**config.mk**
```make
export PLATFORM = sky130hd
export DESIGN_NAME = rom_fetch_unit
export DESIGN_NICKNAME = d
export VERILOG_FILES = /design/src/rtl/rom_fetch_unit.sv
export SDC_FILE = /design/constraint.sdc
export NUM_CORES = 1
export LEC_CHECK = 0
export ABC_AREA = 0
export BUFFER_PORTS_ARGS = -buffer_cell sky130_fd_sc_hd__buf_2
export CAP_MARGIN = 20
export CELL_PAD_IN_SITES_DETAIL_PLACEMENT = 0
export CELL_PAD_IN_SITES_GLOBAL_PLACEMENT = 1
export CORE_MARGIN = 2
export CORE_UTILIZATION = 30
export CTS_BUF_LIST = sky130_fd_sc_hd__clkbuf_8
export DETAILED_ROUTE_END_ITERATION = 12
export GPL_TIMING_DRIVEN = 0
export PLACE_DENSITY_LB_ADDON = 0.1
export RECOVER_POWER = 50
export SYNTH_ARGS = -nofsm -noshare
export SYNTH_HDL_FRONTEND = slang
export SYNTH_SLANG_ARGS = --single-unit
```
**constraint.sdc**
```tcl
create_clock -name clk -period 3.98 [get_ports clk]
set_input_delay 0.398 -clock clk [delete_from_list [all_inputs] [get_ports clk]]
set_output_delay 0.398 -clock clk [all_outputs]
set_load 0.01 [all_outputs]
```
**src/rtl/rom_fetch_unit.sv**
```systemverilog
// Instruction prefetcher: issues word reads to a fixed-latency ROM and buffers them in a small FIFO.
// Optional ROMFETCH_ALIGN_CHK_EN: misaligned redirects are rejected and latch a sticky fetch_err.
module rom_fetch_unit #(
  parameter logic [14:0] RESET_PC   = 15'h0000,
  parameter int          FIFO_DEPTH = 4
) (
  input  logic        clk,
  input  logic        rst,
  input  logic        fetch_en,
  input  logic        mbist_busy,
  input  logic        redirect_valid,
  input  logic [14:0] redirect_pc,
  output logic        rom_req,
  output logic [14:0] rom_addr,
  input  logic [31:0] rom_rdata,
  input  logic        rom_ready,
  output logic        instr_valid,
  input  logic        instr_ready,
  output logic [31:0] instr_data,
  output logic [14:0] instr_pc,
  output logic        fetch_err
);

  localparam int PW = $clog2(FIFO_DEPTH);
  localparam int CW = $clog2(FIFO_DEPTH + 1);
  localparam logic [CW:0]   DEPTH_W = (CW + 1)'(FIFO_DEPTH);
  localparam logic [PW-1:0] LAST_W  = PW'(FIFO_DEPTH - 1);

  typedef enum logic {IDLE, RUN} state_t;

  typedef struct packed {
    logic [31:0] data;
    logic [14:0] pc;
  } entry_t;

  state_t        state, next_state;
  entry_t        mem [FIFO_DEPTH];
  logic [PW-1:0] rd_ptr, wr_ptr;
  logic [CW-1:0] count;
  logic [CW:0]   occupancy;
  logic          inflight;
  logic [14:0]   pc, tag_pc;
  logic          redir_take;
  logic [14:0]   redir_target;
  logic          push, pop;

`ifdef ROMFETCH_ALIGN_CHK_EN
  assign redir_take   = redirect_valid && (redirect_pc[1:0] == 2'b00);
  assign redir_target = redirect_pc;

  always_ff @(posedge clk) begin
    if (rst)
      fetch_err <= 1'b0;
    else if (redirect_valid && (redirect_pc[1:0] != 2'b00))
      fetch_err <= 1'b1;
  end
`else
  logic unused_pc_lsbs;

  assign redir_take     = redirect_valid;
  assign redir_target   = {redirect_pc[14:2], 2'b00};
  assign fetch_err      = 1'b0;
  assign unused_pc_lsbs = ^redirect_pc[1:0];
`endif

  function automatic logic [PW-1:0] ptr_inc(input logic [PW-1:0] p);
    return (p == LAST_W) ? '0 : p + 1'b1;
  endfunction

  // Slots already promised to the outstanding read count as occupied.
  assign occupancy = {1'b0, count} + {{CW{1'b0}}, inflight};

  always_ff @(posedge clk) begin
    if (rst) state <= IDLE;
    else     state <= next_state;
  end

  // NOTE: every output of this block gets a default first, so no path leaves it unassigned and no latch is inferred.
  always_comb begin
    next_state = state;
    rom_req    = 1'b0;
    case (state)
      IDLE: if (fetch_en) next_state = RUN;
      RUN: begin
        if (!fetch_en) next_state = IDLE;
        rom_req = fetch_en && !mbist_busy && !redir_take && (occupancy < DEPTH_W);
      end
    endcase
  end

  assign instr_valid = (count != '0);
  assign push        = rom_ready && inflight && !redir_take;
  assign pop         = instr_valid && instr_ready && !redir_take;
  assign rom_addr    = pc;

  // NOTE: state registers use non-blocking assignments so every flop samples pre-edge values regardless of block order.
  always_ff @(posedge clk) begin
    if (rst) begin
      pc       <= RESET_PC;
      tag_pc   <= RESET_PC;
      inflight <= 1'b0;
      count    <= '0;
      rd_ptr   <= '0;
      wr_ptr   <= '0;
    end else if (redir_take) begin
      // Dropping inflight discards the response still on its way back.
      pc       <= redir_target;
      inflight <= 1'b0;
      count    <= '0;
      rd_ptr   <= '0;
      wr_ptr   <= '0;
    end else begin
      inflight <= rom_req;
      if (rom_req) begin
        tag_pc <= pc;
        pc     <= pc + 15'd4;
      end
      if (push) wr_ptr <= ptr_inc(wr_ptr);
      if (pop)  rd_ptr <= ptr_inc(rd_ptr);
      case ({push, pop})
        2'b10:   count <= count + 1'b1;
        2'b01:   count <= count - 1'b1;
        default: count <= count;
      endcase
    end
  end

  // NOTE: the storage array has no reset; count alone decides which entries are live, and the outputs are masked when empty.
  always_ff @(posedge clk) begin
    if (push) mem[wr_ptr] <= '{data: rom_rdata, pc: tag_pc};
  end

  assign instr_data = instr_valid ? mem[rd_ptr].data : '0;
  assign instr_pc   = instr_valid ? mem[rd_ptr].pc   : '0;

endmodule

```
**Word-level counts from Yosys, hierarchy flattened**

Memory sizes are Yosys's and may differ from the RTL's. A register that Yosys moved wholly into a read port is not among the register bits.
Index checks and enable logic that the tools add are counted.
W data, S select, Z words.

- Memories kept: 1
- Output and inout port bits: 65
- Register bits after elaboration: 39
- Logic and storage cells: 48
- Input bits: 54
- RAM bits: 188

- Add/subtract/negate cells: 6
- Reduce and logical (&&, ||, !) cells: 14
- Order comparisons: 1
- Multiplexer cells: 13
- Eq/ne operators: 4
- Bitwise gates (word level): 1

Memory list:

| name | depth | bits a word | rd ports | clocked after Yosys merged registers in | write ports | line | source |
|---|---|---|---|---|---|---|---|
| mem | 4 | 47 | 1 | 1 | 1 | 37 | `entry_t mem [FIFO_DEPTH];` |

Operator list:

| cell | number |
|---|---|
| $mux W15 | 3 |
| $mux W32 | 1 |
| $add A15 B3 Y15 const B | 1 |
| $mux W2 | 4 |
| $logic_and A1 B1 Y1 | 7 |
| $eq A2 B2 Y1 const B | 3 |
| $pmux W3 S2 | 1 |
| $add A2 B1 Y2 const B | 2 |
| $add A3 B1 Y4 | 1 |
| $lt A4 B3 Y1 const B | 1 |
| $mux W1 | 4 |
| $reduce_bool A2 Y1 | 2 |
| $add A3 B1 Y3 const B | 1 |
| $reduce_bool A3 Y1 | 1 |
| $sub A3 B1 Y3 const B | 1 |
| $eq A2 B1 Y1 const B | 1 |
| $logic_not A1 Y1 | 2 |
| $reduce_and A2 Y1 | 1 |
| $reduce_or A2 Y1 | 1 |
| $not A1 Y1 | 1 |

**Depth between registers and ports, before layout**

Gate-level depths: netlist of run 1.

- Depth in word-level cells: 7
- Gate-level depth with buffers: 9
- Depth with buffers taken out: 9

**Least setup slack after synthesis of run 1**

OpenSTA, ideal clock, no wires.

- Path type: input to register
- From: input redirect_valid
- To: memory mem[0][10] (netlist name) (enable)
- Setup time: 0.407 ns
- Stages: 3
- Arrival time: 1.869 ns
- Data required time: 3.573 ns
- Slack: 1.704 ns
- Path buffers: 1
- Cell sequence: buf_2 -> nor2_1 -> and2_1

- Cells in the longest elaborated chain, start to end: 4

RTL lines:

| item | line | source |
|---|---|---|
| start, declared | 11 | `input logic redirect_valid,` |
| $logic_not A1 Y1 | 92 | `assign push = rom_ready && inflight && !redir_take;` |
| $logic_and A1 B1 Y1 | 92 |  |
| $mux W1 | 130 | `if (push) mem[wr_ptr] <= '{data: rom_rdata, pc: tag_pc};` |
| $mux W1 (not written as such) | 130 |  |
| end, declared | 37 |  |

Every way passes these cells.

**Final worst setup path of run 1**

- From: register count[2]
- To: output rom_req

- Cells in the longest elaborated chain, start to end: 4

RTL lines:

| item | line | source |
|---|---|---|
| start, declared | 39 | `logic [CW-1:0] count;` |
| start signal, assigned | 121 | `2'b10: count <= count + 1'b1;` |
| start signal, assigned | 122 | `2'b01: count <= count - 1'b1;` |
| start signal, assigned | 123 | `default: count <= count;` |
| $add A3 B1 Y4 | 71 | `assign occupancy = {1'b0, count} + {{CW{1'b0}}, inflight};` |
| $lt A4 B3 Y1 | 86 | `rom_req = fetch_en && !mbist_busy && !redir_take && (occupancy < DEPTH_W);` |
| $logic_and A1 B1 Y1 | 86 |  |
| $mux W1 | 82 | `case (state)` |
| end, declared | 13 | `output logic rom_req,` |

Every way passes these cells.

==> results of run 1 <==
kinds of logic (layout without fill, tap and decap cells):
family	Yosys count	after routing	synth area share (%)
AO/OA/AOI/OAI	25	25	2.211
XOR/XNOR	9	9	0.9106
adder cells (fa/ha/maj)	8	8	1.243
buffers and inverters	42	216	2.558
flip-flops	217	217	70.99
multiplexers	60	60	13.44
other	1	5	0.04332
AND/OR/NAND/NOR	126	126	8.600
worst max path at each step:
stage | startpoint | to | depth (start not counted)
global placement | redirect_valid | mem[1][22] | 3
global route | count[2] | rom_req | 5
floorplan | redirect_valid | mem[0][10] | 3
finish | count[2] | rom_req | 5
detailed placement | flip-flop | instr_pc[2] | 5
CTS | flip-flop | instr_pc[2] | 5
sequential cells by signal, indices dropped and copies added, names as in the netlist, named ones only:
signal	count
wr_ptr	2
tag_pc	13
count	3
mem	180
state	1
inflight	1
rom_addr	13
rd_ptr	2
routing by layer:
| layer | GRT usage, % | routed length (microns) |
|---|---|---|
| met1 | 16.40 | 8186 |
| met2 | 21.28 | 9095 |
| met3 | 3.531 | 1072 |
| met4 | 3.676 | 377 |
| met5 | 0 | 0 |
power by group:
part           internal (W)  switching (W)  total (W)
clock              0.000941       0.000836    0.00178
combinational     0.0000395      0.0000601  0.0000997
sequential          0.00246      0.0000189    0.00248
area by class of cell:
class	count	area, sq um
Fill cell	2789	18310
Clock inverter	24	97.59
Sequential cell	217	6146
Clock buffer	41	564.3
Inverter	10	37.54
Multi-Input combinational cell	233	2246
Tap cell	384	480.5
Buffer	32	173.9
Timing Repair Buffer	109	489.2
cells in the final DEF, fill, tap and decap left out, drive strengths merged, types with 2 or more instances in the layout:
cell type / n
xnor2: 6
or3: 4
nor2: 33
and2: 49
buf: 83
and3: 2
a21oi: 7
nand4: 4
o31ai: 2
edfxtp: 180
clkbuf: 99
mux4: 45
nand2: 7
mux2i: 15
nor4: 3
a311oi: 2
conb: 5
dfxtp: 37
nand3: 9
nor3: 6
xor2: 3
a211oi: 9
clkinv: 10
ha: 7
and4: 2
inv: 23
or2: 3
per-stage QoR:
stage	setup slack (ns)	total power (W)	hold WS [ns]
after floorplan	1.704	0.002573	0.4541
after global placement	0.4709	0.002633	0.4641
after detailed placement	1.653	0.002638	0.4822
after CTS	1.088	0.004457	0.05631
after global routing	0.8619	0.004560	0.09585
final	1.027	0.004356	0.1304
synthesized netlist by cell type, types with 2 or more instances:
| library cell | number | area (sq um) |
|---|---|---|
| sky130_fd_sc_hd__inv_1 | 10 | 37.54 |
| sky130_fd_sc_hd__a311oi_1 | 2 | 17.52 |
| sky130_fd_sc_hd__o31ai_1 | 2 | 15.01 |
| sky130_fd_sc_hd__and3_1 | 2 | 12.51 |
| sky130_fd_sc_hd__buf_4 | 10 | 75.07 |
| sky130_fd_sc_hd__buf_1 | 5 | 18.77 |
| sky130_fd_sc_hd__and4_1 | 2 | 17.52 |
| sky130_fd_sc_hd__or2_2 | 2 | 12.51 |
| sky130_fd_sc_hd__edfxtp_1 | 180 | 5405 |
| sky130_fd_sc_hd__a21oi_1 | 7 | 35.03 |
| sky130_fd_sc_hd__and2_1 | 49 | 306.5 |
| sky130_fd_sc_hd__xnor2_1 | 6 | 52.55 |
| sky130_fd_sc_hd__dfxtp_1 | 37 | 740.7 |
| sky130_fd_sc_hd__nand2_1 | 7 | 26.28 |
| sky130_fd_sc_hd__nand4_1 | 4 | 25.02 |
| sky130_fd_sc_hd__nand3_1 | 9 | 45.04 |
| sky130_fd_sc_hd__a211oi_2 | 3 | 37.54 |
| sky130_fd_sc_hd__a211oi_1 | 6 | 45.04 |
| sky130_fd_sc_hd__nor3_4 | 2 | 32.53 |
| sky130_fd_sc_hd__or3_1 | 4 | 25.02 |
| sky130_fd_sc_hd__xor2_1 | 3 | 26.28 |
| sky130_fd_sc_hd__nor2_1 | 33 | 123.9 |
| sky130_fd_sc_hd__mux4_2 | 45 | 1013 |
| sky130_fd_sc_hd__nor4_2 | 3 | 37.54 |
| sky130_fd_sc_hd__nor3_1 | 3 | 15.01 |
| sky130_fd_sc_hd__clkbuf_1 | 9 | 33.78 |
| sky130_fd_sc_hd__ha_1 | 7 | 87.58 |
| sky130_fd_sc_hd__mux2i_1 | 15 | 150.1 |
| sky130_fd_sc_hd__buf_2 | 5 | 25.02 |
critical path: cells and delay by family, from the launching register on:
kind                   cells  cell delay, ns
DFF                        1            0.36
buffers and inverters      3            0.66
and+or+nand+nor            2            1.02
==> results.cfg, run 1 <==
[pwr]
p_leak_nw = 3.333
worst_ir_drop_vdd_mv = 0.1598
total_power_per_unit_cell_area_mw_per_mm2 = 425.7

[setup_path]
slowest_stage = sky130_fd_sc_hd__nor3_1
worstPathRequired_ns = 3.58
worst_setup_path_end_kind = primary output
cp-start-kind = flip-flop
r2r-start = count[2]
critical_path.reg2reg.endpoint = tag_pc[9]
worst-r2r-cell-count = 6
slowest_delay_ns = 0.79
r2r_setup_slack_ns = 1.73
critPathKind = reg -> out
arrival_ns = 2.56
critical_path_cell_sequence = nand4bb_2 > clkbuf_1 > nor3_1 > buf_8 > buf_2
path_max_fanout = 10

[placed_design]
port_buffers = 109
dp.final_hpwl_microns = 11570
placedInstanceArea_sq_mm = 0.009708
place.gp.congestion = 0.7347
place.detailed.instances = 985

[run_status]
run_status = complete, no violations

[synthesis]
synth_cell_area_sq_mm = 0.008657
synth.avg_cell_area_sq_um = 17.74
synth-edff-count = 180
synth_warnings = 0
postSynthCellCount = 488
synthDistinctLibCells = 45
async_flop_share_pct = 0
postSynthRegisterBits = 217
top_ff_cell_synth = sky130_fd_sc_hd__edfxtp_1
synth-seq-area-share_pct = 70.99

[die]
floorplan.initialDensity_pct = 30.33
die_width_microns = 173.9
die_height_microns = 173.9
fp.dieArea_sq_mm = 0.03023
design.core.area_sq_mm = 0.02855
io-pin-count = 119
placement_rows = 62

[drt]
drc_errors = 0
routed_wire_length_per_instance_microns = 17.84
drt.antenna.violating_nets = 0
drt-total-wl_microns = 18730
post_drt_via_cell_ratio = 4.509
num_vias = 4734
drt_first_iter_violations = 231
drt_first_pass_iters = 4

[clocking]
clock_insertion_delay_worst_skew_ns = 0.52
numCtsBuffers = 38
cts_hold_buffers = 0
cts_setup_buffers = 0
clock-sinks = 217
cts_tree = built
htree_levels = 2
clkTransAtPathRegs_ns = 0.05
ctsLongestPathBuffers = 3
cts-resized-gates = 0
cts-root-buf = sky130_fd_sc_hd__clkbuf_8

[min_path]
worst_hold_path_type = in -> reg
worstHoldStart = fetch_en
holdPathEnd = state
hold-path-cell-count = 2

[grt]
antenna_found_initial = 0
global_route.overflow_total = 0
wire_length_of_the_first_global_routing_pass_microns = 29590
grt_max_degree = 46
first_global_vias = 5164
gr-usage-all-layers_pct = 12.79

[timing]
achievable-frequency_mhz = 338.6
final-setup-viol-count = 0
max_slew.worst_pin.slew_ns = 0.8936
fin_worst_skew_ns = 0.01524
grt_setup_unrepaired = no
relSlewSlack_pct = 39.97
final.min_clock_period_ns = 2.953
fin_crit_sh_pct = 74.21
timing_max_transition_violations_final = 0
finalHoldViolCount = 0
total_negative_setup_slack_ns = 0

[cells_and_area]
antenna_cells = 0
stdcell_count = 1050
area_growth_syn_to_layout_pct = 18.22
fin_area_sq_mm = 0.01023
final_net_count = 703
drive_above_1_share_pct = 26.73
final_core_utilization_pct = 35.85

[job]
cap_viol_max_count = 0
(Power assumes the default switching activity.)
==> run 2: changes to the inputs <==
==> constraint.sdc (replaced) <==
create_clock -name clk -period 2.7 [get_ports clk]
set_input_delay 0.27 -clock clk [delete_from_list [all_inputs] [get_ports clk]]
set_output_delay 0.27 -clock clk [all_outputs]
set_load 0.01 [all_outputs]
==> results.cfg, run 2 (same netlist as run 1, synthesis figures left out) <==
[clocking]
clkTransAtPathRegs_ns = 0.06
cts-root-buf = sky130_fd_sc_hd__clkbuf_8
htree_levels = 2
numCtsBuffers = 38
ctsLongestPathBuffers = 3
cts_setup_buffers = 0
cts_tree = built
clock-sinks = 217
clock_insertion_delay_worst_skew_ns = 0.52

[grt]
antenna_found_initial = 0
global_route.overflow_total = 0
gr-usage-all-layers_pct = 12.90
first_global_vias = 5313
grt_max_degree = 46
wire_length_of_the_first_global_routing_pass_microns = 30000

[timing]
finalHoldViolCount = 0
max_slew.worst_pin.slew_ns = 0.7876
relSlewSlack_pct = 47.49
final-setup-viol-count = 0
timing_max_transition_violations_final = 0
grt_setup_unrepaired = yes
finalWorstSetupSlack_ns = 0.1610
final.min_clock_period_ns = 2.539
fin_worst_skew_ns = 0.01839
fin_crit_sh_pct = 94.04
worst_case_hold_slack_ns = 0.04898
achievable-frequency_mhz = 393.9
total_negative_setup_slack_ns = 0

[cells_and_area]
final_cell_mix = sky130_fd_sc_hd__edfxtp_1 (180), sky130_fd_sc_hd__buf_2 (71), sky130_fd_sc_hd__clkbuf_1 (54)
largest_register_ff_count = 180
mostFrequentLayoutCell = sky130_fd_sc_hd__edfxtp_1
regMostFlops = mem
final_net_count = 742
area_growth_syn_to_layout_pct = 23.24
antenna_cells = 0
drive_above_1_share_pct = 26.81
stdcell_count = 1089

[min_path]
hold-path-cell-count = 3
worst_hold_path_type = in -> reg
worstHoldStart = redirect_pc[11]

[pwr]
p_leak_nw = 3.526
intPower_w = 0.005110
p_total_w = 0.006465
power_switching_share_pct = 20.96
power.switching_w = 0.001355
total_power_per_unit_cell_area_mw_per_mm2 = 605.9
worst_ir_drop_vdd_mv = 0.2357
share_seq_of_total_power_pct = 56.6
power.combinational.fraction_pct = 3.0
pwr-share-clk_pct = 40.4

[setup_path]
worst-r2r-cell-count = 9
critical_path_cell_sequence = buf_2 > buf_4 > mux4_2 > and2_1 > buf_2
arrival_ns = 2.27
cp-start-kind = flip-flop
slowest_delay_ns = 0.53
slowest_stage = sky130_fd_sc_hd__mux4_2
r2r-start = count[2]
worstPathRequired_ns = 2.43
path_max_fanout = 10
worst_setup_path_end_kind = primary output
worst_path_most_repeated_cell = sky130_fd_sc_hd__buf_2
critPathKind = reg -> out
r2r_setup_slack_ns = 0.59

[die]
fp.dieArea_sq_mm = 0.03023
floorplan.initialDensity_pct = 30.33
io-pin-count = 119
design.core.area_sq_mm = 0.02855
die_height_microns = 173.9
die_width_microns = 173.9
placement_rows = 62

[run_status]
run_status = complete, no violations

[placed_design]
place.detailed.instances = 985
placement.setup.worst_slack_ns = 0.5010
dp.final_hpwl_microns = 11570
port_buffers = 109
place.gp.congestion = 0.7347

[drt]
drt-total-wl_microns = 18800
drt_first_iter_violations = 222
drc_errors = 0
routed_wire_length_per_instance_microns = 17.27
post_drt_via_cell_ratio = 4.448
num_vias = 4844
drt.antenna.violating_nets = 0
drt_first_pass_iters = 4

[job]
cap_viol_max_count = 0
==> run 2: cell types whose count changed in the layout (fill, tap and decap cells not counted), moves of 3 or more <==
cell,before,now
sky130_fd_sc_hd__buf_2,67,71
sky130_fd_sc_hd__buf_1,5,1
sky130_fd_sc_hd__dlygate4sd3_1,0,39
sky130_fd_sc_hd__clkbuf_1,57,54
sky130_fd_sc_hd__clkbuf_2,1,4
==> run 2: worst paths after layout <==
path / end
max reg2reg: count[2]
min reg2reg: rd_ptr[1]
max: instr_pc[4]
min: rom_addr[11]
==> run 2: layout make-up <==
type | count | area (sq um)
Buffer | 32 | 183.9
Clock buffer | 41 | 564.3
Clock inverter | 24 | 97.59
Fill cell | 2780 | 17880
Inverter | 10 | 37.54
Multi-Input combinational cell | 233 | 2281
Sequential cell | 217 | 6146
Tap cell | 384 | 480.5
Timing Repair Buffer | 148 | 878.3
==> run 2: timing repair <==
action / 4_1_cts / 5_1_grt
gates resized for setup: 6 / 2
endpoints found under the setup margin: 25 / 20
hold buffers: 39 / 0
hold endpoints to repair: 135 / 0
==> run 2: critical path, delay by kind of cell (launching register included) <==
kind | cells | cell delay (ns)
buffers and inverters | 3 | 0.72
AND/OR/NAND/NOR | 1 | 0.20
multiplexers | 1 | 0.53
flip-flops | 1 | 0.31
==> run 2: routing by layer <==
metal / track usage [%] / vias to the layer above / part of all wire, %
met3: 3.355 / 30 / 5.3
met2: 21.48 / 144 / 48
met5: 0 / - / 0
met1: 16.67 / 2408 / 44
li1: - / 2262 / -
met4: 3.676 / 0 / 2.0
==> run 2: power by group through the flow <==
stage / sequential (W) / combinational, W / clock [W]
final: 0.00366 / 0.000194 / 0.00261
after global routing: 0.00366 / 0.000215 / 0.00290
after CTS: 0.00365 / 0.000212 / 0.00275
after detailed placement: 0.00372 / 0.000164 / 0
after global placement: 0.00372 / 0.000158 / 0
after floorplan: 0.00372 / 0.0000702 / 0
==> run 2: stage by stage <==
| stage | area (sq um) | util, % |
|---|---|---|
| after floorplan | 8672 | - |
| after global placement | 9698 | 33.97 |
| after detailed placement | 9708 | 34.01 |
| after CTS | 10770 | 37.72 |
| after global routing | 10670 | 37.37 |
| final | 10670 | 37.37 |
==> run 3: changes to the inputs <==
--- a/config.mk
+++ b/config.mk
@@ -11,8 +11,9 @@
 export CELL_PAD_IN_SITES_DETAIL_PLACEMENT = 0
 export CELL_PAD_IN_SITES_GLOBAL_PLACEMENT = 1
 export CORE_MARGIN = 2
-export CORE_UTILIZATION = 30
+export CORE_UTILIZATION = 46
 export CTS_BUF_LIST = sky130_fd_sc_hd__clkbuf_8
+export CTS_CLUSTER_DIAMETER = 100
 export DETAILED_ROUTE_END_ITERATION = 12
 export GPL_TIMING_DRIVEN = 0
 export PLACE_DENSITY_LB_ADDON = 0.1
==> results.cfg, run 3 (same netlist as run 1, synthesis figures left out) <==
[job]
cap_viol_max_count = 0

[clocking]
ctsLongestPathBuffers = 3
clock-sinks = 217
clock_insertion_delay_worst_skew_ns = 0.50
cts-root-buf = sky130_fd_sc_hd__clkbuf_8
htree_levels = 2
cts_tree = built
numCtsBuffers = 36
clkTransAtPathRegs_ns = 0.06

[timing]
grt_setup_unrepaired = no
timing_max_transition_violations_final = 0
relSlewSlack_pct = 48.28
total_negative_setup_slack_ns = 0
finalHoldViolCount = 0
worst_case_hold_slack_ns = 0.01708
achievable-frequency_mhz = 403.2
max_slew.worst_pin.slew_ns = 0.7758
final.min_clock_period_ns = 2.480
final-setup-viol-count = 0
fin_crit_sh_pct = 91.86
fin_worst_skew_ns = 0.01750

[drt]
post_drt_via_cell_ratio = 5.111
num_vias = 4784
drc_errors = 0
routed_wire_length_per_instance_microns = 18.13
drt_first_iter_violations = 229
drt-total-wl_microns = 16970
drt_first_pass_iters = 7
drt.antenna.violating_nets = 0

[grt]
antenna_found_initial = 0
grt_max_degree = 26
wire_length_of_the_first_global_routing_pass_microns = 27120
global_route.overflow_total = 0
gr-usage-all-layers_pct = 17.78
first_global_vias = 5190

[placed_design]
port_buffers = 109
placedInstanceArea_sq_mm = 0.009615
place.gp.congestion = 0.7869
dp.final_hpwl_microns = 10680
place.detailed.instances = 840

[cells_and_area]
mostFrequentLayoutCell = sky130_fd_sc_hd__edfxtp_1
stdcell_count = 936
regMostFlops = mem
fin_area_sq_mm = 0.01048
largest_register_ff_count = 180
final_net_count = 740
final_cell_mix = sky130_fd_sc_hd__edfxtp_1 (180), sky130_fd_sc_hd__buf_2 (68), sky130_fd_sc_hd__clkbuf_1 (54)
area_growth_syn_to_layout_pct = 21.01
drive_above_1_share_pct = 27.64
antenna_cells = 0

[setup_path]
worstPathRequired_ns = 2.43
worst_path_most_repeated_cell = sky130_fd_sc_hd__buf_2
slowest_delay_ns = 0.52
slowest_stage = sky130_fd_sc_hd__mux4_2
arrival_ns = 2.21
critical_path_cell_sequence = buf_2 > buf_4 > mux4_2 > and2_1 > buf_2
cp-start-kind = flip-flop
worst_setup_path_end_kind = primary output
critPathKind = reg -> out
path_max_fanout = 10

[pwr]
total_power_per_unit_cell_area_mw_per_mm2 = 608.1
worst_ir_drop_vdd_mv = 0.3268
p_leak_nw = 3.511
p_total_w = 0.006370
power_switching_share_pct = 20.82
intPower_w = 0.005044
share_seq_of_total_power_pct = 57.3
pwr-share-clk_pct = 39.7
power.combinational.fraction_pct = 3.0
power.switching_w = 0.001326

[die]
die_width_microns = 141.2
placement_rows = 50
design.core.area_sq_mm = 0.01858
floorplan.initialDensity_pct = 46.59
die_height_microns = 141.2
fp.dieArea_sq_mm = 0.01993
io-pin-count = 119

[run_status]
run_status = complete, no violations

[min_path]
worst_hold_path_type = in -> reg
## run 3: routing by layer
metal / share of wire, % / vias up / track usage, % / routed length (microns)
li1: - / 2257 / - / -
met1: 43 / 2360 / 22.52 / 7240
met2: 50 / 144 / 30.56 / 8532
met3: 5.3 / 23 / 3.668 / 905
met4: 1.7 / 0 / 6.316 / 291
met5: 0 / - / 0 / 0
## run 3: power groups by stage
| stage | sequential [W] | combinational (W) | clock [W] |
|---|---|---|---|
| after global routing | 0.00365 | 0.000209 | 0.00275 |
| after global placement | 0.00372 | 0.000154 | 0 |
| after floorplan | 0.00372 | 0.0000702 | 0 |
| after CTS | 0.00365 | 0.000202 | 0.00261 |
| final | 0.00365 | 0.000189 | 0.00253 |
| after detailed placement | 0.00372 | 0.000162 | 0 |
## run 3: stage by stage
step                      util (%)  setup slack [ns]
after floorplan                  -            0.5518
after global placement       51.19           -0.4574
after detailed placement     51.75            0.5614
after CTS                    56.98           0.04179
after global routing         56.38           0.03211
final                        56.38            0.2198
## run 3: timing repair
action	in CTS	in global routing
resized for setup	0	8
setup buffers	0	0
hold endpoints to repair	130	0
endpoints found under the setup margin	0	21
hold buffers	34	0
## run 3: critical path: cells and delay by family, from the launching register on
| family | cells | cell delay [ns] |
|---|---|---|
| buffers and inverters | 3 | 0.69 |
| muxes | 1 | 0.52 |
| and+or+nand+nor | 1 | 0.20 |
| DFF | 1 | 0.30 |
## run 3: layout make-up
class                           instances  area, sq um
Clock inverter                         23        95.09
Clock buffer                           39        536.8
Inverter                               10        37.54
Sequential cell                       217         6146
Buffer                                 32        182.7
Fill cell                            1523         8104
Timing Repair Buffer                  148        899.6
Multi-Input combinational cell        233         2286
Tap cell                              234        292.8
## run 3: path summary, 6_finish.rpt
kind / depth (start not counted) / endpoint / slack, ns / start
hold / removal: 2 / state / 0.02 / fetch_en
setup reg to reg: 9 / count[2] / 0.55 / count[0]
hold reg to reg: 2 / flip-flop / 0.50 / rd_ptr[1]
setup / recovery: 5 / instr_pc[4] / 0.22 / flip-flop
